$ cat src/rtl/vector_class_value_synthesizer.sv
// vector_class_value_synthesizer
//   Reverse of the FP classify path. It turns fclass-style 10-bit one-hot class
//   masks into one canonical IEEE-754 value of that class per lane.
//   Double-precision mode has one lane. Single-precision mode has two lanes.
//   The path is a 2-stage valid/ready pipeline with full throughput.
//
// Ports
//   clock            : rising-edge clock
//   reset_n          : synchronous active-low reset
//   execution_vector : only .bit_mode is used
//   vs2              : class masks (64b: [9:0]; 32b: lane0 [9:0], lane1 [41:32])
//   in_valid/in_ready: input handshake
//   vd               : synthesized value(s) (64b: [63:0]; 32b: lane0 [31:0], lane1 [63:32])
//   out_valid/out_ready : output handshake
//   invalid_mask     : per-lane flag for a rejected mask (64b mode uses only [0])
//   err_count        : saturating count of invalid lanes retired; present only
//                      when VECTOR_CLASS_SYNTH_ERR_COUNT_EN is defined
//
// Parameters
//   STRICT_ONEHOT    : 1 rejects zero and multi-bit masks; 0 lets the lowest set bit win
//   ERR_COUNT_WIDTH  : width of err_count

package vector_class_value_synthesizer_pkg;
  typedef enum logic [1:0] {
    DISABLED_BIT_MODE  = 2'd0,
    ENABLED_32BIT_MODE = 2'd1,
    ENABLED_64BIT_MODE = 2'd2,
    RESERVED_BIT_MODE  = 2'd3
  } bit_mode_t;

  typedef struct packed {
    bit_mode_t bit_mode;
  } execution_vector_t;
endpackage

module vector_class_value_synthesizer
  import vector_class_value_synthesizer_pkg::*;
#(
  parameter int unsigned STRICT_ONEHOT   = 1,
  parameter int unsigned ERR_COUNT_WIDTH = 16
) (
  input  logic                       clock,
  input  logic                       reset_n,
  input  execution_vector_t          execution_vector,
  input  logic [63:0]                vs2,
  input  logic                       in_valid,
  output logic                       in_ready,
  output logic [63:0]                vd,
  output logic                       out_valid,
  input  logic                       out_ready,
  output logic [1:0]                 invalid_mask
`ifdef VECTOR_CLASS_SYNTH_ERR_COUNT_EN
  ,
  output logic [ERR_COUNT_WIDTH-1:0] err_count
`endif
);

  localparam logic [63:0] QNAN64 = 64'h7FF8_0000_0000_0000;
  localparam logic [31:0] QNAN32 = 32'h7FC0_0000;

  if (ERR_COUNT_WIDTH < 1) begin : g_bad_width
    $error("ERR_COUNT_WIDTH must be at least 1");
  end

  function automatic logic mask_valid(input logic [9:0] m);
    if (STRICT_ONEHOT != 0) return $onehot(m);
    else                    return |m;
  endfunction

  // Scan from the top down, so the lowest set bit is the one that remains.
  function automatic logic [3:0] class_idx(input logic [9:0] m);
    logic [3:0] idx;
    idx = '0;
    for (int unsigned i = 10; i > 0; i--) begin
      if (m[i-1]) idx = 4'(i - 1);
    end
    return idx;
  endfunction

  function automatic logic [63:0] value64(input logic [3:0] idx);
    case (idx)
      4'd0:    return 64'hFFF0_0000_0000_0000;
      4'd1:    return 64'hBFF0_0000_0000_0000;
      4'd2:    return 64'h8000_0000_0000_0001;
      4'd3:    return 64'h8000_0000_0000_0000;
      4'd4:    return 64'h0000_0000_0000_0000;
      4'd5:    return 64'h0000_0000_0000_0001;
      4'd6:    return 64'h3FF0_0000_0000_0000;
      4'd7:    return 64'h7FF0_0000_0000_0000;
      4'd8:    return 64'h7FF0_0000_0000_0001;
      default: return QNAN64;
    endcase
  endfunction

  function automatic logic [31:0] value32(input logic [3:0] idx);
    case (idx)
      4'd0:    return 32'hFF80_0000;
      4'd1:    return 32'hBF80_0000;
      4'd2:    return 32'h8000_0001;
      4'd3:    return 32'h8000_0000;
      4'd4:    return 32'h0000_0000;
      4'd5:    return 32'h0000_0001;
      4'd6:    return 32'h3F80_0000;
      4'd7:    return 32'h7F80_0000;
      4'd8:    return 32'h7F80_0001;
      default: return QNAN32;
    endcase
  endfunction

  logic [9:0]  mask0;
  logic [9:0]  mask1;
  logic [63:0] d_vd;
  logic [1:0]  d_inv;

  logic        s1_valid;
  logic [63:0] s1_vd;
  logic [1:0]  s1_inv;
  logic        s2_valid;
  logic        s1_en;
  logic        s2_en;

  logic unused_vs2;
  assign unused_vs2 = ^{vs2[31:10], vs2[63:42]};

  assign mask0 = vs2[9:0];
  assign mask1 = vs2[41:32];

  always_comb begin
    d_vd  = '0;
    d_inv = '0;
    case (execution_vector.bit_mode)
      ENABLED_64BIT_MODE: begin
        d_inv[0] = !mask_valid(mask0);
        d_vd     = d_inv[0] ? QNAN64 : value64(class_idx(mask0));
      end
      ENABLED_32BIT_MODE: begin
        d_inv[0]    = !mask_valid(mask0);
        d_inv[1]    = !mask_valid(mask1);
        d_vd[31:0]  = d_inv[0] ? QNAN32 : value32(class_idx(mask0));
        d_vd[63:32] = d_inv[1] ? QNAN32 : value32(class_idx(mask1));
      end
      default: ;
    endcase
  end

  assign s2_en     = !s2_valid || out_ready;
  assign s1_en     = !s1_valid || s2_en;
  assign in_ready  = s1_en;
  assign out_valid = s2_valid;

  always_ff @(posedge clock) begin
    if (!reset_n) begin
      s1_valid     <= 1'b0;
      s1_vd        <= '0;
      s1_inv       <= '0;
      s2_valid     <= 1'b0;
      vd           <= '0;
      invalid_mask <= '0;
    end else begin
      if (s1_en) begin
        s1_valid <= in_valid;
        s1_vd    <= d_vd;
        s1_inv   <= d_inv;
      end
      // When S1 is empty, loading it also clears s2_valid on the retiring beat.
      if (s2_en) begin
        s2_valid     <= s1_valid;
        vd           <= s1_vd;
        invalid_mask <= s1_inv;
      end
    end
  end

`ifdef VECTOR_CLASS_SYNTH_ERR_COUNT_EN
  // The extra top bit detects overflow. A carry out means the counter saturates.
  logic [ERR_COUNT_WIDTH:0] err_sum;
  assign err_sum = {1'b0, err_count}
                 + (ERR_COUNT_WIDTH+1)'({1'b0, invalid_mask[0]} + {1'b0, invalid_mask[1]});

  always_ff @(posedge clock) begin
    if (!reset_n) begin
      err_count <= '0;
    end else if (s2_valid && out_ready) begin
      err_count <= err_sum[ERR_COUNT_WIDTH] ? '1 : err_sum[ERR_COUNT_WIDTH-1:0];
    end
  end
`endif

endmodule
$ cat config.mk
export PLATFORM = sky130hd
export DESIGN_NAME = vector_class_value_synthesizer
export DESIGN_NICKNAME = d
export VERILOG_FILES = /design/src/rtl/vector_class_value_synthesizer.sv
export SDC_FILE = /design/constraint.sdc
export NUM_CORES = 1
export LEC_CHECK = 0
export CORE_ASPECT_RATIO = 0.6
export CORE_MARGIN = 2
export CORE_UTILIZATION = 38
export CTS_CLUSTER_DIAMETER = 150
export DETAILED_ROUTE_END_ITERATION = 16
export PLACE_DENSITY = 0.9
export REMOVE_ABC_BUFFERS = 1
export SLEW_MARGIN = 5
export SYNTH_ARGS = -nofsm -noshare
export SYNTH_HDL_FRONTEND = slang
export SYNTH_SLANG_ARGS = --single-unit
$ cat constraint.sdc
create_clock -name clock -period 5.51 [get_ports clock]
set_input_delay 1.102 -clock clock [delete_from_list [all_inputs] [get_ports clock]]
set_output_delay 1.102 -clock clock [all_outputs]
set_load 0.005 [all_outputs]
==> flow_summary.ini <==
[floorplanning]
design.die.area_um2 = 6570
die_w_um = 103
die_h_um = 63.6
core_um2 = 5650
floorplan.rows = 21
start_util_pct = 39.8
ios = 138

[synthesis]
syn_inst = 270
yosysWarningCount = 0
ys_types = 40
syn_area_um2 = 2250
synth-seq-area-share_pct = 26.7
ys_top_cells_by_area = dfxtp_1 27%, buf_4 17%, fa_1 11%
synth-seq-cells = 30
synth_top_area_share_pct = 26.7
yosysTopAreaCell = dfxtp_1
synth.avg_cell_area_um2 = 8.33

[grt]
grt_use_total_pct = 15.2
grt_pass1_vias = 1696
antenna_found_initial = 0
busiest_layer = met2
globalRouteMet3Util_pct = 3.66
grt_use_met2_pct = 23.1
grtUsageMet1_pct = 21.2
grt_pass1_wl_um = 7970
gr-total-overflow = 0
grt_max_degree = 35

[timing]
holdWs_ns = 0.448
layout_min_cycle_time_ns = 5.18
hold_violations = 0
setup_violations = 0
skew_ns = 0.00288
drv_slew = 0
max_freq_mhz = 193
rsz0062_at_grt = no
setup_tns_ns = 0
final.period_utilization_pct = 93.9
maxSlewHeadroom_pct = 34.8
worstMarginPinSlew_ns = 0.976

[clock_network]
cts.repair.resized = 0
postCtsHoldBufs = 0
clk_pin_slew_ns = 0.06
cts_setup_buffers = 0
clock_latency_ns = 0.27
root_buffer = clkbuf_8
numClockSinks = 30
cts_tree = built
numCtsBuffers = 5
cts_buffer_depth = 2
htreeDepth = 2

[setup_path]
r2r-start = out_valid
r2r_cells = 5
critPathLaunchType = primary input
rrSetupSlack_ns = 3.60
cp.arrival_ns = 5.34
worst_r2r_endpoint = s1_vd[63]
path_class = primary input to register
crit_fanout = 7
worstPathRequired_ns = 5.67
end_kind = register

[hold_path]
hold_end = invalid_mask[0]
hold_path_class = register to register
hp-start = invalid_mask[0]
holdPathStages = 2

[power]
powerDensity_nw_per_um2 = 231
combPwrFrac_pct = 35.6
pwr-share-clk_pct = 27.1
power.static_leakage_nw = 1.09
internal_power_w = 0.000428
pwr-share-seq_pct = 37.2
power_switching_w = 0.000201
ir_worst_vdd_mv = 0.0892
switching_share_pct = 32.0

[detailed_routing]
ant_nets = 0
via_count = 1838
drt-total-wl_um = 4740
drt-initial-drc-count = 116
vias_per_cell = 4.69
drtPass1Iterations = 4
drc = 0
wl_per_cell_um = 12.1

[cells_and_area]
num-nets-final = 401
fill_cells = 519
drive_gt1_share_pct = 4.49
area_delta_synth_final_pct = 21.0
num_antenna_cells = 0
layout.cells.non_filler = 392

[placement]
io_buffers = 54
placed_cells = 386
place.gp.congestion = 0.871
hpwl_um = 3720

[outcome]
status = finished, final reports clean

[run]
max_cap_viol_count = 0
==> per-stage QoR <==
step	setup WS [ns]	cell area, µm²	power (W)	util, %
3_5_place_dp	0.0512	2640	0.000460	46.7
4_1_cts	0.325	2720	0.000629	48.2
3_3_place_gp	0.157	2640	0.000448	46.7
6_report	0.334	2720	0.000629	48.2
2_1_floorplan	0.828	1970	0.000381	-
5_1_grt	0.165	2720	0.000669	48.2
==> cell type report <==
type / count / area, µm² / area share (%)
tap: 80 / 100 / 3.68
clock buffer: 6 / 82.6 / 3.04
timing repair buffer: 57 / 563 / 20.7
sequential: 30 / 601 / 22.1
inverter: 24 / 90.1 / 3.31
multi-input combinational: 195 / 1280 / 47.2
==> worst max path at each step <==
stage,to,slack (ns),startpoint
CTS,s1_vd[54],0.32,vs2[1]
global route,s1_vd[54],0.17,vs2[1]
floorplan,s1_vd[53],0.83,vs2[0]
detailed placement,s1_vd[54],0.05,vs2[1]
global placement,s1_vd[54],0.16,vs2[1]
finish,s1_vd[54],0.33,vs2[0]
==> logic make-up after synthesis <==
| logic type | count (synthesis) | share of synthesized area (%) |
|---|---|---|
| compound gates | 55 | 18.1 |
| fa+ha+maj | 18 | 14.0 |
| buf+inv | 83 | 22.5 |
| flops | 30 | 26.7 |
| other cells | 1 | 0.167 |
| simple gates | 83 | 18.4 |
==> synth_stat cells <==
library cell,instances
buf_4,52
nand2_1,39
dfxtp_1,30
inv_1,24
a21boi_1,12
fa_1,12
o21ai_0,9
nor4_1,8
clkbuf_1,7
nand3_1,7
ha_1,6
nor2_1,6
o21a_1,6
nor2b_1,5
o21ai_1,5
a21oi_1,4
and2_1,4
a21boi_0,3
a31oi_1,3
nor3_1,3
nor3b_1,3
a2111oi_0,2
nand2b_1,2
o31ai_1,2
a2111oi_4,1
a21o_1,1
a22oi_1,1
a2bb2o_1,1
a32o_1,1
a32oi_1,1
and3b_1,1
conb_1,1
nand2_2,1
nand4_1,1
nor2b_4,1
o211ai_1,1
o211ai_4,1
o2bb2ai_1,1
or4_1,1
or4_4,1
==> sequential cells by signal, indices dropped and copies added, names as in the netlist <==
register	flops
invalid_mask	2
out_valid	1
s1_inv	2
s1_valid	1
s1_vd	12
vd	12
==> power by group through the flow <==
stage | Combinational (W) | Sequential (W) | Clock, W
detailed placement | 0.000221 | 0.000239 | 0
floorplan | 0.000143 | 0.000238 | 0
finish | 0.000224 | 0.000234 | 0.000171
global placement | 0.000210 | 0.000238 | 0
global route | 0.000252 | 0.000236 | 0.000181
CTS | 0.000224 | 0.000234 | 0.000171
==> layer usage <==
| layer | wire [µm] | vias up |
|---|---|---|
| met5 | 0 | - |
| met3 | 344 | 5 |
| met1 | 2160 | 849 |
| met4 | 35 | 0 |
| li1 | - | 897 |
| met2 | 2200 | 87 |
==> placed cells by master (no fill, tap or decap), types with 7 or more instances in the layout <==
cell type and count:
clkdlybuf4s50_1 54, nand2_1 39, conb_1 39, dfxtp_1 30
inv_1 24, a21boi_1 12, fa_1 12, o21ai_0 9
nor4_1 8, nand3_1 7
==> critical path, cell delays in order <==
cell,delay (ns)
clkdlybuf4s50_1,0.53
fa_1,0.54
fa_1,0.52
inv_1,0.05
fa_1,0.43
inv_1,0.07
ha_1,0.20
inv_1,0.07
fa_1,0.41
a2111oi_4,0.40
o211ai_4,0.16
or4_4,0.52
nor2b_4,0.16
o21a_1,0.19
No activity file was read; power rests on OpenSTA's default activity.
